## config.mk

```make
export PLATFORM = sky130hd
export DESIGN_NAME = inequality_sweep_ctrl
export DESIGN_NICKNAME = d
export VERILOG_FILES = /design/src/rtl/inequality_sweep_ctrl.sv
export SDC_FILE = /design/constraint.sdc
export NUM_CORES = 1
export LEC_CHECK = 0
export ABC_AREA = 1
export BUFFER_PORTS_ARGS = -buffer_cell sky130_fd_sc_hd__buf_2
export CAP_MARGIN = 0
export CORE_MARGIN = 2
export CORE_UTILIZATION = 49
export CTS_CLUSTER_SIZE = 28
export DETAILED_ROUTE_END_ITERATION = 12
export GPL_ROUTABILITY_DRIVEN = 0
export GPL_TIMING_DRIVEN = 0
export PLACE_DENSITY = 0.72
export SYNTH_ARGS = -nofsm -noshare
export SYNTH_HDL_FRONTEND = slang
export SYNTH_SLANG_ARGS = --single-unit
```

## constraint.sdc

```tcl
create_clock -name clk -period 6.9 [get_ports clk]
set_clock_uncertainty 0.05 [all_clocks]
set_input_delay 0.345 -clock clk [delete_from_list [all_inputs] [get_ports clk]]
set_output_delay 0.345 -clock clk [all_outputs]
set_load 0.03 [all_outputs]
```

## src/rtl/inequality_sweep_ctrl.sv

```systemverilog
// inequality_sweep_ctrl: sweeps every evaluator input code, captures its truth table and compares it with an expected table.
// Ports: clk/rst_n clock and async active-low reset; start/abort control; exp expected table (latched at start);
// out_in evaluator result; num code driven to evaluator; busy sweep running; done completion pulse;
// tt captured table (tt[n*OUTS+b] = out_in[b] at num=n); match all codes matched; fail_valid/first_fail lowest mismatching code.
module inequality_sweep_ctrl #(
  parameter int WIDTH  = 4,
  parameter int OUTS   = 3,
  parameter int SETTLE = 2
) (
  input  logic                          clk,
  input  logic                          rst_n,
  input  logic                          start,
  input  logic                          abort,
  input  logic [OUTS*(1<<WIDTH)-1:0]    exp,
  input  logic [OUTS-1:0]               out_in,
  output logic [WIDTH-1:0]              num,
  output logic                          busy,
  output logic                          done,
  output logic [OUTS*(1<<WIDTH)-1:0]    tt,
  output logic                          match,
  output logic                          fail_valid,
  output logic [WIDTH-1:0]              first_fail
);
  localparam int N  = 1 << WIDTH;
  localparam int TW = OUTS * N;
  localparam int CW = SETTLE > 0 ? $clog2(SETTLE + 1) : 1;
  typedef enum logic {IDLE, RUN} state_t;
  state_t          state, state_n;
  logic [CW-1:0]   wcnt, wcnt_n;
  logic [TW-1:0]   exp_q, exp_n, tt_n;
  logic [WIDTH-1:0] num_n, first_fail_n;
  logic            busy_n, done_n, match_n, fail_valid_n;
  logic [OUTS-1:0] exp_slice;
  logic            mis, last, sample;
  assign exp_slice = exp_q[num*OUTS +: OUTS];
  assign mis       = out_in != exp_slice;
  assign last      = num == WIDTH'(N - 1);
  assign sample    = wcnt == CW'(SETTLE);
  always_comb begin
    state_n      = state;
    wcnt_n       = wcnt;
    exp_n        = exp_q;
    tt_n         = tt;
    num_n        = num;
    first_fail_n = first_fail;
    busy_n       = busy;
    done_n       = 1'b0;
    match_n      = match;
    fail_valid_n = fail_valid;
    if (state == IDLE) begin
      if (start && !abort) begin
        state_n      = RUN;
        busy_n       = 1'b1;
        num_n        = '0;
        wcnt_n       = '0;
        tt_n         = '0;
        match_n      = 1'b0;
        fail_valid_n = 1'b0;
        first_fail_n = '0;
        exp_n        = exp;
      end
    end else if (abort) begin
      state_n = IDLE;
      busy_n  = 1'b0;
      num_n   = '0;
    end else if (!sample) begin
      wcnt_n = wcnt + 1'b1;
    end else begin
      tt_n[num*OUTS +: OUTS] = out_in;
      if (mis && !fail_valid) begin
        fail_valid_n = 1'b1;
        first_fail_n = num;
      end
      if (last) begin
        state_n = IDLE;
        busy_n  = 1'b0;
        done_n  = 1'b1;
        num_n   = '0;
        match_n = !(fail_valid || mis);
      end else begin
        num_n  = num + 1'b1;
        wcnt_n = '0;
      end
    end
  end
  always_ff @(posedge clk or negedge rst_n) begin
    if (!rst_n) begin
      state      <= IDLE;
      wcnt       <= '0;
      exp_q      <= '0;
      tt         <= '0;
      num        <= '0;
      first_fail <= '0;
      busy       <= 1'b0;
      done       <= 1'b0;
      match      <= 1'b0;
      fail_valid <= 1'b0;
    end else begin
      state      <= state_n;
      wcnt       <= wcnt_n;
      exp_q      <= exp_n;
      tt         <= tt_n;
      num        <= num_n;
      first_fail <= first_fail_n;
      busy       <= busy_n;
      done       <= done_n;
      match      <= match_n;
      fail_valid <= fail_valid_n;
    end
  end
endmodule

```

=== Yosys cells after proc, flatten, opt, wreduce, memory -nomap -nowiden ===
Cells that the tools add are included.
Widths: inputs -> output; s select.

* Reduce and logical (&&, ||, !) cells: 14
* Shifts and indexed selects: 3
* Bitwise logic cells: 1
* Equality and inequality tests: 10
* $add $sub $neg: 3
* Multipliers: 1
* Muxes and demuxes: 42

{| class="wikitable"
|+ Operators with widths
! kind !! count
|-
| $mux 48 || 4
|-
| $bwmux 48 || 1
|-
| $shift 3x34->48 const A || 1
|-
| $shiftx 3x34->48 || 1
|-
| $shiftx 48x7->3 || 1
|-
| $mux 4 || 9
|-
| $neg 6->34 || 1
|-
| $mux 1 || 23
|-
| $mux 2 || 5
|-
| $reduce_and 3->1 || 3
|-
| $reduce_and 4->1 || 2
|-
| $mul 4x2->6 const B || 1
|-
| $ne 2x1->1 const B || 3
|-
| $ne 3x2->1 const B || 2
|-
| $add 4x1->4 const B || 1
|-
| $eq 4x4->1 const B || 1
|-
| $reduce_and 2->1 || 2
|-
| $logic_not 1->1 || 3
|-
| $ne 3x3->1 || 1
|-
| $ne 3x3->1 const B || 1
|-
| $add 2x1->2 const B || 1
|-
| $eq 2x2->1 const B || 1
|-
| $logic_and 1x1->1 || 2
|-
| $ne 2x2->1 const B || 1
|-
| other kinds (3) || 3
|}

* Register bits after elaboration: 111
* Output and inout bits: 60
* Input bits: 55

=== Longest topological paths before layout ===
* Word-level depth: 9
* Gate-level depth with buffers: 15

=== Worst setup path before layout ===
OpenSTA, ideal clock, no wires.

* Path kind: reg-to-reg
* From: register num[0]
* To: register tt[33]
* Library setup time: 122 ps
* Data arrival time: 2239 ps
* Period minus slack after synthesis: 2411 ps
* Stages on the path, launching flop included: 10
* Slack: 4489 ps
* Cells stage by stage: dfrtp_1 > buf_2 > inv_2 > buf_2 > ha_1 > xnor2_2 > inv_2 > nor3_2 > o21ai_1 > a32o_1

* Word-level cells in the longest chain between the ends: 7
* Elaborated cells between the ends (all ways): 8

{| class="wikitable"
|+ Ends and longest elaborated chain
! item !! line !! RTL
|-
| start, declared || 16 || <nowiki>output logic [WIDTH-1:0] num,</nowiki>
|-
| start signal, assigned || 103 || <nowiki>num <= num_n;</nowiki>
|-
| $mul 4x2->6 * || 69 || <nowiki>tt_n[num*OUTS +: OUTS] = out_in;</nowiki>
|-
| $neg 6->34 * || 69 ||
|-
| $shiftx 3x34->48 or $shift 3x34->48 (tied branches) || 69 ||
|-
| $bwmux 48 * || 69 ||
|-
| $mux 48 * || 66 || <nowiki>end else if (!sample) begin</nowiki>
|-
| $mux 48 * || 62 || <nowiki>end else if (abort) begin</nowiki>
|-
| $mux 48 * || 50 || <nowiki>if (state == IDLE) begin</nowiki>
|-
| end signal, assigned || 102 || <nowiki>tt <= tt_n;</nowiki>
|-
| end, declared || 19 || <nowiki>output logic [OUTS*(1<<WIDTH)-1:0] tt,</nowiki>
|}

Every way passes the cells marked *; elsewhere a longest branch is shown, timed or not. The select of a mux whose other input is x is not followed.
A chain may end at the register's enable or synchronous reset.

=== Worst setup path after layout ===
* From: register num[0]
* To: register tt[14]

Same word-level chain as after synthesis.

==> flow_summary.json <==
{
  "root_buffer": "sky130_fd_sc_hd__clkbuf_8",
  "number_of_global_route_vias_before_repair": 4645,
  "numClockSinks": 111,
  "antenna_violating_nets_post_route": 0,
  "post-cts-setup-buffer-count": 0,
  "fin_crit_ps": 2680,
  "timing.hold.worst.class": "in2async",
  "maxCapViolCount": 0,
  "p_total_w": 0.00230,
  "final_min_period_over_clock_period": 0.389,
  "leakagePower_nw": 3.25,
  "syn_area_per_cell_um2": 7.86,
  "synthesis.yosys.warnings": 0,
  "worst_setup_hold_path_clk_slew_ps": 100,
  "boundaryPins": 115,
  "maxSlewViolCount": 0,
  "worst_r2r_path_depth": 10,
  "drt_iter0_markers": 384,
  "route.detailed.wl_per_inst_um": 14.6,
  "route.vias.total": 4828,
  "layout-drive-gt1-share": 0.202,
  "antenna_found_initial": 0,
  "synthFlopType": "sky130_fd_sc_hd__dfrtp_1",
  "grt_util_all_layers": 0.251,
  "hold_fails_final_rpt": 0,
  "ff_latch_count_synth": 111,
  "tritoncts_clock_tree": "built",
  "synthesis.nets": 725,
  "global_route_wire_length_before_repair_mm": 22.5,
  "worst_skew_pair.late_latency_ps": 380,
  "ys_types": 28,
  "drc": 0,
  "worst_max_slew_pin_slew_ps": 856,
  "synth.cell_area_um2": 5220,
  "fin_setup_tns_ps": 0,
  "arrival_ps": 2900,
  "synth_seq_area_share": 0.532,
  "result_of_the_run": "finished clean",
  "worst-setup-path-type": "reg2reg",
  "cts_buffers": 9,
  "clock_path_buffers": 2,
  "place.detailed.hpwl_mm": 10.1,
  "ir_drop_v": 0.000181,
  "layout.cells.most_common_list": "241 x sky130_fd_sc_hd__nand2_1, 124 x sky130_fd_sc_hd__buf_2, 111 x sky130_fd_sc_hd__dfrtp_1",
  "cts-htree-levels": 3,
  "critical_path.max_fanout": 11,
  "cts_repair_resize_count": 0,
  "firstDrtPassIters": 5,
  "port_buffers": 114,
  "postCtsHoldBufs": 0,
  "net_count_reported_at_finish": 851,
  "worstSetupStartpointType": "register",
  "layout_stage_area_growth_over_the_synthesis_result_pct": 18.9,
  "die_h_um": 107,
  "num_rows": 37,
  "rsz0062_at_grt": "false",
  "die_w_um": 107,
  "synth_async_sr_flop_share": 1.00,
  "worst_r2r_setup_slack_ps": 4220,
  "largest_net_degree_at_the_start_of_global_routing": 68,
  "routed_wirelength_mm": 13.6,
  "globalRoute.totalOverflow": 0,
  "initial_utilization": 0.506,
  "fp.dieArea_um2": 11500,
  "timing.critical_path.to_type": "register",
  "synth-edff-count": 0,
  "cp_data_required_time_ps": 7120,
  "fmax_ghz": 0.373,
  "setup_violations": 0,
  "synthesis.instances": 665,
  "leading_cell_type_in_the_layout_fill_and_taps_excluded": "sky130_fd_sc_hd__nand2_1",
  "placeableCoreArea_um2": 10300,
  "timing.slew.headroom": 0.429,
  "power_density_nw_per_um2": 371,
  "viasPerCell": 5.18,
  "n_antenna_cell": 0
}
==> cells by family (layout without fill, tap and decap cells) <==
group | Yosys count | in the layout | synth area share
DFF | 111 | 111 | 0.532
adders and majority gates | 5 | 5 | 0.0120
and+or+nand+nor | 351 | 351 | 0.275
xor gates and xnor gates | 1 | 1 | 0.00311
AOI/OAI and AO/OA | 99 | 99 | 0.105
buffers and inverters | 98 | 229 | 0.0738
==> through the flow <==
stage,setup WS (ps),utilization,cells,hold WS (ps),instance area (um^2)
after floorplan,4490,-,665,-0.591,5220
after global placement,4210,0.578,915,404,5960
after detailed placement,4260,0.581,916,404,5990
after CTS,4230,0.602,932,41.3,6210
after global routing,3940,0.602,932,78.1,6210
final,4220,0.602,932,19.4,6210
==> synthesized netlist by cell type (2+ instances only) <==
cell type / number / share of area
sky130_fd_sc_hd__a21oi_1: 6 / 0.0057
sky130_fd_sc_hd__a32o_1: 4 / 0.0077
sky130_fd_sc_hd__buf_1: 2 / 0.0014
sky130_fd_sc_hd__buf_2: 11 / 0.011
sky130_fd_sc_hd__clkbuf_1: 10 / 0.0072
sky130_fd_sc_hd__dfrtp_1: 111 / 0.53
sky130_fd_sc_hd__ha_1: 5 / 0.012
sky130_fd_sc_hd__inv_1: 68 / 0.049
sky130_fd_sc_hd__inv_2: 6 / 0.0043
sky130_fd_sc_hd__nand2_1: 241 / 0.17
sky130_fd_sc_hd__nand3_1: 40 / 0.038
sky130_fd_sc_hd__nand4_1: 5 / 0.0060
sky130_fd_sc_hd__nor2_1: 46 / 0.033
sky130_fd_sc_hd__nor2_2: 4 / 0.0048
sky130_fd_sc_hd__nor3_1: 9 / 0.0086
sky130_fd_sc_hd__nor3_2: 4 / 0.0077
sky130_fd_sc_hd__o21ai_0: 71 / 0.068
sky130_fd_sc_hd__o21ai_1: 9 / 0.0086
sky130_fd_sc_hd__o22ai_1: 2 / 0.0024
sky130_fd_sc_hd__o41ai_1: 3 / 0.0050
==> cell type report <==
type	instances	area, um^2
buffer	24	108
clock buffer	9	124
clock inverter	7	92.6
fill	936	4110
inverter	74	278
multi-input combinational	456	2060
sequential	111	2780
tap	136	170
timing repair buffer	115	601
==> flip-flops by register name (all words and copies together), names as in the netlist <==
signal and flops:
busy 1, exp_q 48, state 1, num 4, done 1, tt 48, match 1, fail_valid 1
first_fail 4, wcnt 2
==> per-layer routing <==
layer	global-route usage	part of all wire
met1	0.352	0.46
met2	0.397	0.46
met3	0.0400	0.060
met4	0.0863	0.016
met5	0	0
==> worst max-delay path, stage by stage (launching register included) <==
cell and delay, ps:
sky130_fd_sc_hd__dfrtp_1 450, sky130_fd_sc_hd__buf_2 260, sky130_fd_sc_hd__inv_2 90, sky130_fd_sc_hd__buf_2 210
sky130_fd_sc_hd__ha_1 270, sky130_fd_sc_hd__xnor2_2 410, sky130_fd_sc_hd__inv_2 170, sky130_fd_sc_hd__nor3_1 260
sky130_fd_sc_hd__o21ai_0 200, sky130_fd_sc_hd__nand2_1 90, sky130_fd_sc_hd__o21ai_0 80
==> power by group <==
part | switching, W | internal, W | total [W]
registers | 0.0000925 | 0.000827 | 0.000919
clock network | 0.000231 | 0.000205 | 0.000436
logic | 0.000671 | 0.000275 | 0.000946
==> final timing paths <==
path / startpoint / endpoint
worst min register to register: tt[11] / tt[11]
worst max register to register: num[0] / tt[14]
max in group asynchronous: rst_n / wcnt[1]
min in group clk: exp[5] / exp_q[5]
worst min-delay path: rst_n / exp_q[13]
worst max-delay path: num[0] / tt[14]
Power figures use the tool's default switching activity.
